`src/rtl/register_file_p.sv`:
```
// register_file_p: parametrised two-read / one-write register file.
// Each entry has a pending (scoreboard) bit, and a sequencer can clear the
// array one entry per cycle.
//   clk, rst           : clock and asynchronous active-high reset
//   ra1/ra2 -> rd1/rd2 : combinational read data
//   rb1/rb2            : combinational pending bit of ra1/ra2
//   we, wa, wd         : write port; a write clears the entry's pending bit
//   mark, ma           : set the pending bit of entry ma
//   clr, clr_busy      : start a full-array clear / clear in progress
module register_file_p #(
  parameter int unsigned W       = 32,
  parameter int unsigned AW      = 3,
  parameter int unsigned ZERO_R0 = 0,
  parameter int unsigned BYPASS  = 1
) (
  input  logic          clk,
  input  logic          rst,
  input  logic [AW-1:0] ra1,
  input  logic [AW-1:0] ra2,
  output logic [W-1:0]  rd1,
  output logic [W-1:0]  rd2,
  output logic          rb1,
  output logic          rb2,
  input  logic          we,
  input  logic [AW-1:0] wa,
  input  logic [W-1:0]  wd,
  input  logic          mark,
  input  logic [AW-1:0] ma,
  input  logic          clr,
  output logic          clr_busy
);

  localparam int unsigned   DEPTH = 1 << AW;
  localparam logic [AW-1:0] LAST  = AW'(DEPTH - 1);

  typedef enum logic {S_IDLE, S_CLEAR} state_e;

  state_e           state_q, state_d;
  logic [AW-1:0]    cnt_q, cnt_d;
  logic [W-1:0]     rf_q [DEPTH];
  logic [W-1:0]     rf_d [DEPTH];
  logic [DEPTH-1:0] pend_q, pend_d;

  logic busy;
  logic zero_wa, zero_ma, zero_ra1, zero_ra2;
  logic byp1, byp2;

  assign busy     = (state_q == S_CLEAR);
  assign clr_busy = busy;

  // Accesses to entry 0 are suppressed when it is the hard-wired zero register
  assign zero_wa  = (ZERO_R0 != 0) && (wa  == '0);
  assign zero_ma  = (ZERO_R0 != 0) && (ma  == '0);
  assign zero_ra1 = (ZERO_R0 != 0) && (ra1 == '0);
  assign zero_ra2 = (ZERO_R0 != 0) && (ra2 == '0);

  // Forward same-cycle write data; disabled while the clear runs
  assign byp1 = (BYPASS != 0) && we && !busy && (wa == ra1) && !zero_ra1;
  assign byp2 = (BYPASS != 0) && we && !busy && (wa == ra2) && !zero_ra2;

  // Read ports
  always_comb begin
    rd1 = rf_q[ra1];
    rb1 = pend_q[ra1];
    rd2 = rf_q[ra2];
    rb2 = pend_q[ra2];
    if (byp1) begin
      rd1 = wd;
      rb1 = 1'b0;
    end
    if (byp2) begin
      rd2 = wd;
      rb2 = 1'b0;
    end
    if (zero_ra1) begin
      rd1 = '0;
      rb1 = 1'b0;
    end
    if (zero_ra2) begin
      rd2 = '0;
      rb2 = 1'b0;
    end
  end

  // Next-state: normal write/mark in IDLE, one entry zeroed per cycle in CLEAR
  always_comb begin
    state_d = state_q;
    cnt_d   = cnt_q;
    rf_d    = rf_q;
    pend_d  = pend_q;
    if (state_q == S_IDLE) begin
      if (we && !zero_wa) begin
        rf_d[wa]   = wd;
        pend_d[wa] = 1'b0;
      end
      // Applied after the write so a same-address mark wins
      if (mark && !zero_ma) begin
        pend_d[ma] = 1'b1;
      end
      if (clr) begin
        state_d = S_CLEAR;
        cnt_d   = '0;
      end
    end else begin
      rf_d[cnt_q]   = '0;
      pend_d[cnt_q] = 1'b0;
      cnt_d         = cnt_q + AW'(1);  // wraps to 0 on the final entry
      if (cnt_q == LAST) begin
        state_d = S_IDLE;
      end
    end
  end

  // State registers
  always_ff @(posedge clk or posedge rst) begin
    if (rst) begin
      state_q <= S_IDLE;
      cnt_q   <= '0;
      pend_q  <= '0;
      for (int i = 0; i < int'(DEPTH); i++) begin
        rf_q[i] <= '0;
      end
    end else begin
      state_q <= state_d;
      cnt_q   <= cnt_d;
      pend_q  <= pend_d;
      rf_q    <= rf_d;
    end
  end

endmodule

```
`config.mk`:
```
export PLATFORM = sky130hd
export DESIGN_NAME = register_file_p
export DESIGN_NICKNAME = d
export VERILOG_FILES = /design/src/rtl/register_file_p.sv
export SDC_FILE = /design/constraint.sdc
export NUM_CORES = 1
export LEC_CHECK = 0
export BUFFER_PORTS_ARGS = -buffer_cell sky130_fd_sc_hd__buf_4
export CAP_MARGIN = 10
export CORE_MARGIN = 2
export CORE_UTILIZATION = 55
export DETAILED_ROUTE_END_ITERATION = 8
export GPL_TIMING_DRIVEN = 0
export PLACE_DENSITY_LB_ADDON = 0.15
export SLEW_MARGIN = 20
export SYNTH_ARGS = -nofsm -noshare
export SYNTH_HDL_FRONTEND = slang
export SYNTH_SLANG_ARGS = --single-unit
```
`constraint.sdc`:
```
create_clock -name clk -period 8.1 [get_ports clk]
set_input_delay 1.215 -clock clk [delete_from_list [all_inputs] [get_ports clk]]
set_output_delay 1.215 -clock clk [all_outputs]
set_load 0.02 [all_outputs]
```
## Word-level counts from Yosys, hierarchy flattened

Cells that the tools add are included.

- Input bits: 49
- Bits in registers: 268
- Logic and storage cells: 87

- Reduce and logical (&&, ||, !) cells: 11
- Add/sub/neg operators: 1
- Bitwise logic cells: 11
- Order comparisons: 14
- Equality and inequality tests: 3
- Mux-type cells: 36

Operator list:

| kind | number |
|---|---|
| 256-bit 2-to-1 mux | 2 |
| 256-bit bitwise AND | 1 |
| 256-bit bitwise mux | 1 |
| 32-bit 2-to-1 mux | 8 |
| 256-bit NOT | 1 |
| 32-bit binary-select mux with 3-bit select | 2 |
| 32-bit demux with 3-bit select | 2 |
| 8-bit 2-to-1 mux | 4 |
| 3-bit by 4-bit < comparator with 1-bit output, second input constant | 5 |
| 8-bit bitwise AND | 2 |
| 4-bit greater-or-equal comparator, second input constant | 4 |
| 3-bit NOT with 4-bit output | 4 |
| 8-bit NOT | 2 |
| 1-bit 2-to-1 mux | 10 |
| 1-bit demux with 3-bit select | 3 |
| 3-bit by 1-bit greater-or-equal comparator with 1-bit output, second input constant | 3 |
| 1-bit logical AND | 8 |
| 4-bit by 1-bit < comparator with 1-bit output, second input constant | 2 |
| 8-bit OR | 1 |
| 1-bit binary-select mux with 3-bit select | 2 |
| 3-bit equality test | 2 |
| 3-bit 2-to-1 mux | 2 |
| 2-bit nonzero test | 2 |
| 3-bit by 1-bit adder with 3-bit output, second input constant | 1 |
| 2 further kinds | 2 |

## Depth between registers and ports, before layout

- Word-level depth: 11
- Mapped depth: 8
- Depth with buffers taken out: 4

## Least setup slack after synthesis

No wires, ideal clock.

- Path type: input-to-output
- Start: input ra1[0]
- End: output rd1[10]
- Data required time: 6.885 ns
- Path buffers: 3
- Stages on the path: 6
- Data arrival time: 2.554 ns
- Setup slack: 4.331 ns
- Path through: clkbuf_1 buf_4 buf_4 mux4_2 mux2i_1 a21oi_1

- Cells in the longest elaborated chain, start to end: 5

Ends and longest elaborated chain:

| item | RTL line | text |
|---|---|---|
| from (decl) | 18 | `input logic [AW-1:0] ra1,` |
| 3-bit NOT with 4-bit output (not written as such) | 63 | `rd1 = rf_q[ra1];` |
| 32-bit binary-select mux with 3-bit select | 63 |  |
| 32-bit 2-to-1 mux (not written as such) (2 in a row) | 63 |  |
| 32-bit 2-to-1 mux * | 67 | `if (byp1) begin` |
| to (decl) | 20 | `output logic [W-1:0] rd1,` |

Every way passes the cells marked *; elsewhere a longest branch is shown, timed or not. The select of a mux whose other input is x is not followed.

## Final worst setup path

- Start: input ra2[0]
- End: output rd2[12]

- Cells in the longest elaborated chain, start to end: 5

Ends and longest elaborated chain:

| item | RTL line | text |
|---|---|---|
| from (decl) | 19 | `input logic [AW-1:0] ra2,` |
| 3-bit NOT with 4-bit output (not written as such) | 65 | `rd2 = rf_q[ra2];` |
| 32-bit binary-select mux with 3-bit select | 65 |  |
| 32-bit 2-to-1 mux (not written as such) (2 in a row) | 65 |  |
| 32-bit 2-to-1 mux * | 71 | `if (byp2) begin` |
| to (decl) | 21 | `output logic [W-1:0] rd2,` |

Marks and branches as above.

==> key figures <==
Detailed routing
  • Post-DR vias/cell: 7.044
  • Routed met2 length: 20,330 um
  • Via count: 10,740
  • Highest metal used: met4
  • DRT Wirelength: 42,970 um
  • Initial DRC Count: 1,005
  • WL/cell: 28.19 um
  • Met3 routed WL: 4017 um
  • DRC: 0
  • DR pass1 iterations: 5
  • Antenna-violating nets left: 0
  • M1 WL: 17,450 um

Yosys
  • Synth Register Bits: 268
  • Yosys warns: 0
  • Count leader, synth: dfrtp_1
  • Post-synth ARST share: 1.000
  • Synthesized instance count: 1,055
  • Synthesized Nets: 1,106
  • Post-Syn Area: 14,250 sq um
  • Main flop type after synthesis: dfrtp_1
  • List of most frequent post-synthesis cells: dfrtp_1, a22o_1, mux4_2
  • Synth area leaders: dfrtp_1, mux4_2, a22o_1
  • Distinct cells, synth: 30
  • Synth area leader: dfrtp_1
  • Seq/Total Area, Yosys: 0.4706
  • Yosys top cell area share: 0.4706
  • Synthesized area per cell: 13.51 sq um
  • EDFF count, synth: 0

STA
  • Max-slew violations: 0
  • Setup Total Neg Slack: 0 ps
  • Slew @ Worst Pin: 1103 ps
  • Setup Skew: 11.94 ps
  • Max Clk Rate: 214.5 MHz
  • Final worst-path cycle share: 0.5756
  • Min cycle time layout: 4662 ps
  • Setup violators final: 0
  • Hold WS: 512.9 ps
  • Final hold viol count: 0
  • Slew HR: 0.2649
  • Setup repair after global routing missed its margin: false

Global routing
  • Initial antenna violation count: 1
  • Vias in the first global route: 10,910
  • All-layer global routing usage: 0.3273
  • Largest net degree at the start of global routing: 35
  • First-pass GRT wire length: 65,770 um
  • Grt total ovfl: 0

Clock network
  • CTS resizes: 0
  • H-tree depth: 1
  • # hold bufs at CTS: 0
  • Clk_lat worst skew: 560 ps
  • CTS tree: yes
  • Worst-path clk slew: 60 ps
  • Clock sinks: 268
  • Root buf cell: clkbuf_16
  • CTS buffer count: 29
  • Clock Path Buffers: 3
  • Post-CTS setup buffers: 0

Critical path
  • Worst reg2reg endpoint: rf_q[203]
  • Worst Path Required: 6880 ps
  • Crit. Startpoint: ra2[0]
  • Cell family with most CP delay: buffers and inverters
  • Setup crit end: rd2[12]
  • WP data arrival: 3450 ps
  • Crit path max fanout: 10
  • Setup slack, reg-to-reg: 5570 ps
  • R2R Path Start: clr_busy
  • FF-to-FF path depth: 6
  • CP max stage delay: 650 ps
  • Critical path class: input pin to output port
  • Crit-path cells: clkbuf_1, buf_4, xnor2_1, nand4_1, buf_2, clkbuf_1, a21oi_1, buf_4
  • CP Capture Type: output port
  • CP Buf/Inv Count: 5
  • CP Depth: 8
  • CP max-delay cell: clkbuf_1
  • Worst setup SP type: input pin

Floorplanning
  • Initial Utilization: 0.5627
  • Row Count: 58
  • Io pins: 116
  • Die ar.: 27,220 sq um
  • Chip Width: 165.0 um
  • DIE HEIGHT: 165.0 um
  • Core footprint: 25,330 sq um

Power and ir drop
  • Clock share of power: 0.283
  • P_int: 3.291 mW
  • Leak pwr: 7.578 nW
  • Switching pwr: 1.657 mW
  • Switching share of total power: 0.3349
  • Maximum vdd drop: 0.1854 mV
  • Flop pwr share: 0.393
  • Combinational fraction of design power: 0.324
  • Pwr dens: 301.5 nW/um^2

Placement
  • Post-DP HPWL: 28,530 um
  • Area of placed instances: 15,410 sq um
  • Placer Congestion: 0.8183
  • Placed Instances: 1,470
  • I/O Buffers: 77

Status
  • Outcome: complete, no violations

Final layout
  • Fin nets: 1,222
  • Final instance area: 16,410 sq um
  • Syn-to-layout area delta: 15.14%
  • Layout Cells excl Fill: 1,524
  • Layout cells sized above 1: 0.2850

Job
  • Max-cap violations: 0

Hold path
  • Min-delay worst type: register to register
-- logic make-up (layout without fill, tap and decap cells) --
logic type                 Yosys count  count (layout)  share of synthesized area
AOI/OAI and AO/OA                  340             340                     0.1900
DFF                                268             268                     0.4706
muxes                              198             198                     0.2550
buffers and inverters              140             278                    0.04539
and+or+nand+nor                    101             101                    0.03363
xor gates and xnor gates             6               6                   0.003687
adders and majority gates            2               2                   0.001756
other                                0               1                          0
-- registers in the layout (all words and copies together) (netlist names) --
| name | count |
|---|---|
| pend_q | 8 |
| rf_q | 256 |
| clr_busy | 1 |
| cnt_q | 3 |
-- how the worst min path moves through the flow --
stage,end,slack (ps),start,cells past startpoint
6_report,rf_q[37],510,rf_q[37],1
5_1_grt,rf_q[186],530,rf_q[186],1
4_1_cts,rf_q[37],520,rf_q[37],1
3_5_place_dp,rf_q[44],500,rf_q[44],1
3_3_place_gp,rf_q[90],490,rf_q[90],1
2_1_floorplan,pend_q[5],480,pend_q[5],1
-- worst register-to-register path: stages, from the launching register on --
cell      delay [ps]
dfrtp_1          350
buf_2            210
nand3b_4         190
nor3_2           100
a21oi_1          740
clkbuf_1         640
a22o_1           240
-- layout make-up --
class                      instances  area (sq um)
multi-input combinational        647          6898
fill                            1871          8919
clock buffer                      42         844.6
sequential                       268          6706
inverter                           4         18.77
tap                              330         412.9
timing repair buffer              85         738.2
clock inverter                    11         155.1
antenna                            1         2.502
buffer                           136         631.9
-- placed cells by master, fill, tap and decap left out, types with 8 or more instances in the layout --
cell and n:
dfrtp_1 268, a22o_1 262, mux4_2 132, buf_4 85
nor2_1 74, a21oi_1 66, mux2i_1 66, clkbuf_1 55
buf_2 55, clkbuf_16 29, buf_1 21, buf_12 8
-- power by group through the flow --
stage	combinational (mW)	clock [mW]	sequential [mW]
after floorplan	1.11	0	1.87
after global placement	1.55	0	1.93
after detailed placement	1.59	0	1.94
after CTS	1.59	1.41	1.93
after global routing	1.70	1.46	1.98
final	1.60	1.40	1.95
-- per-layer routing --
metal / up-vias / track usage
met4: 0 / 0.09486
met5: - / 0
met2: 573 / 0.5135
met3: 101 / 0.07735
li1: 4417 / -
met1: 5644 / 0.4626
-- metrics by stage --
| stage | setup slack (ps) | power, mW | utilization |
|---|---|---|---|
| after CTS | 3530 | 4.935 | 0.6478 |
| after floorplan | 3346 | 2.981 | - |
| after detailed placement | 3527 | 3.533 | 0.6083 |
| after global placement | 1710 | 3.482 | 0.6020 |
| final | 3438 | 4.948 | 0.6479 |
| after global routing | 3445 | 5.141 | 0.6478 |
(Power assumes the default switching activity.)
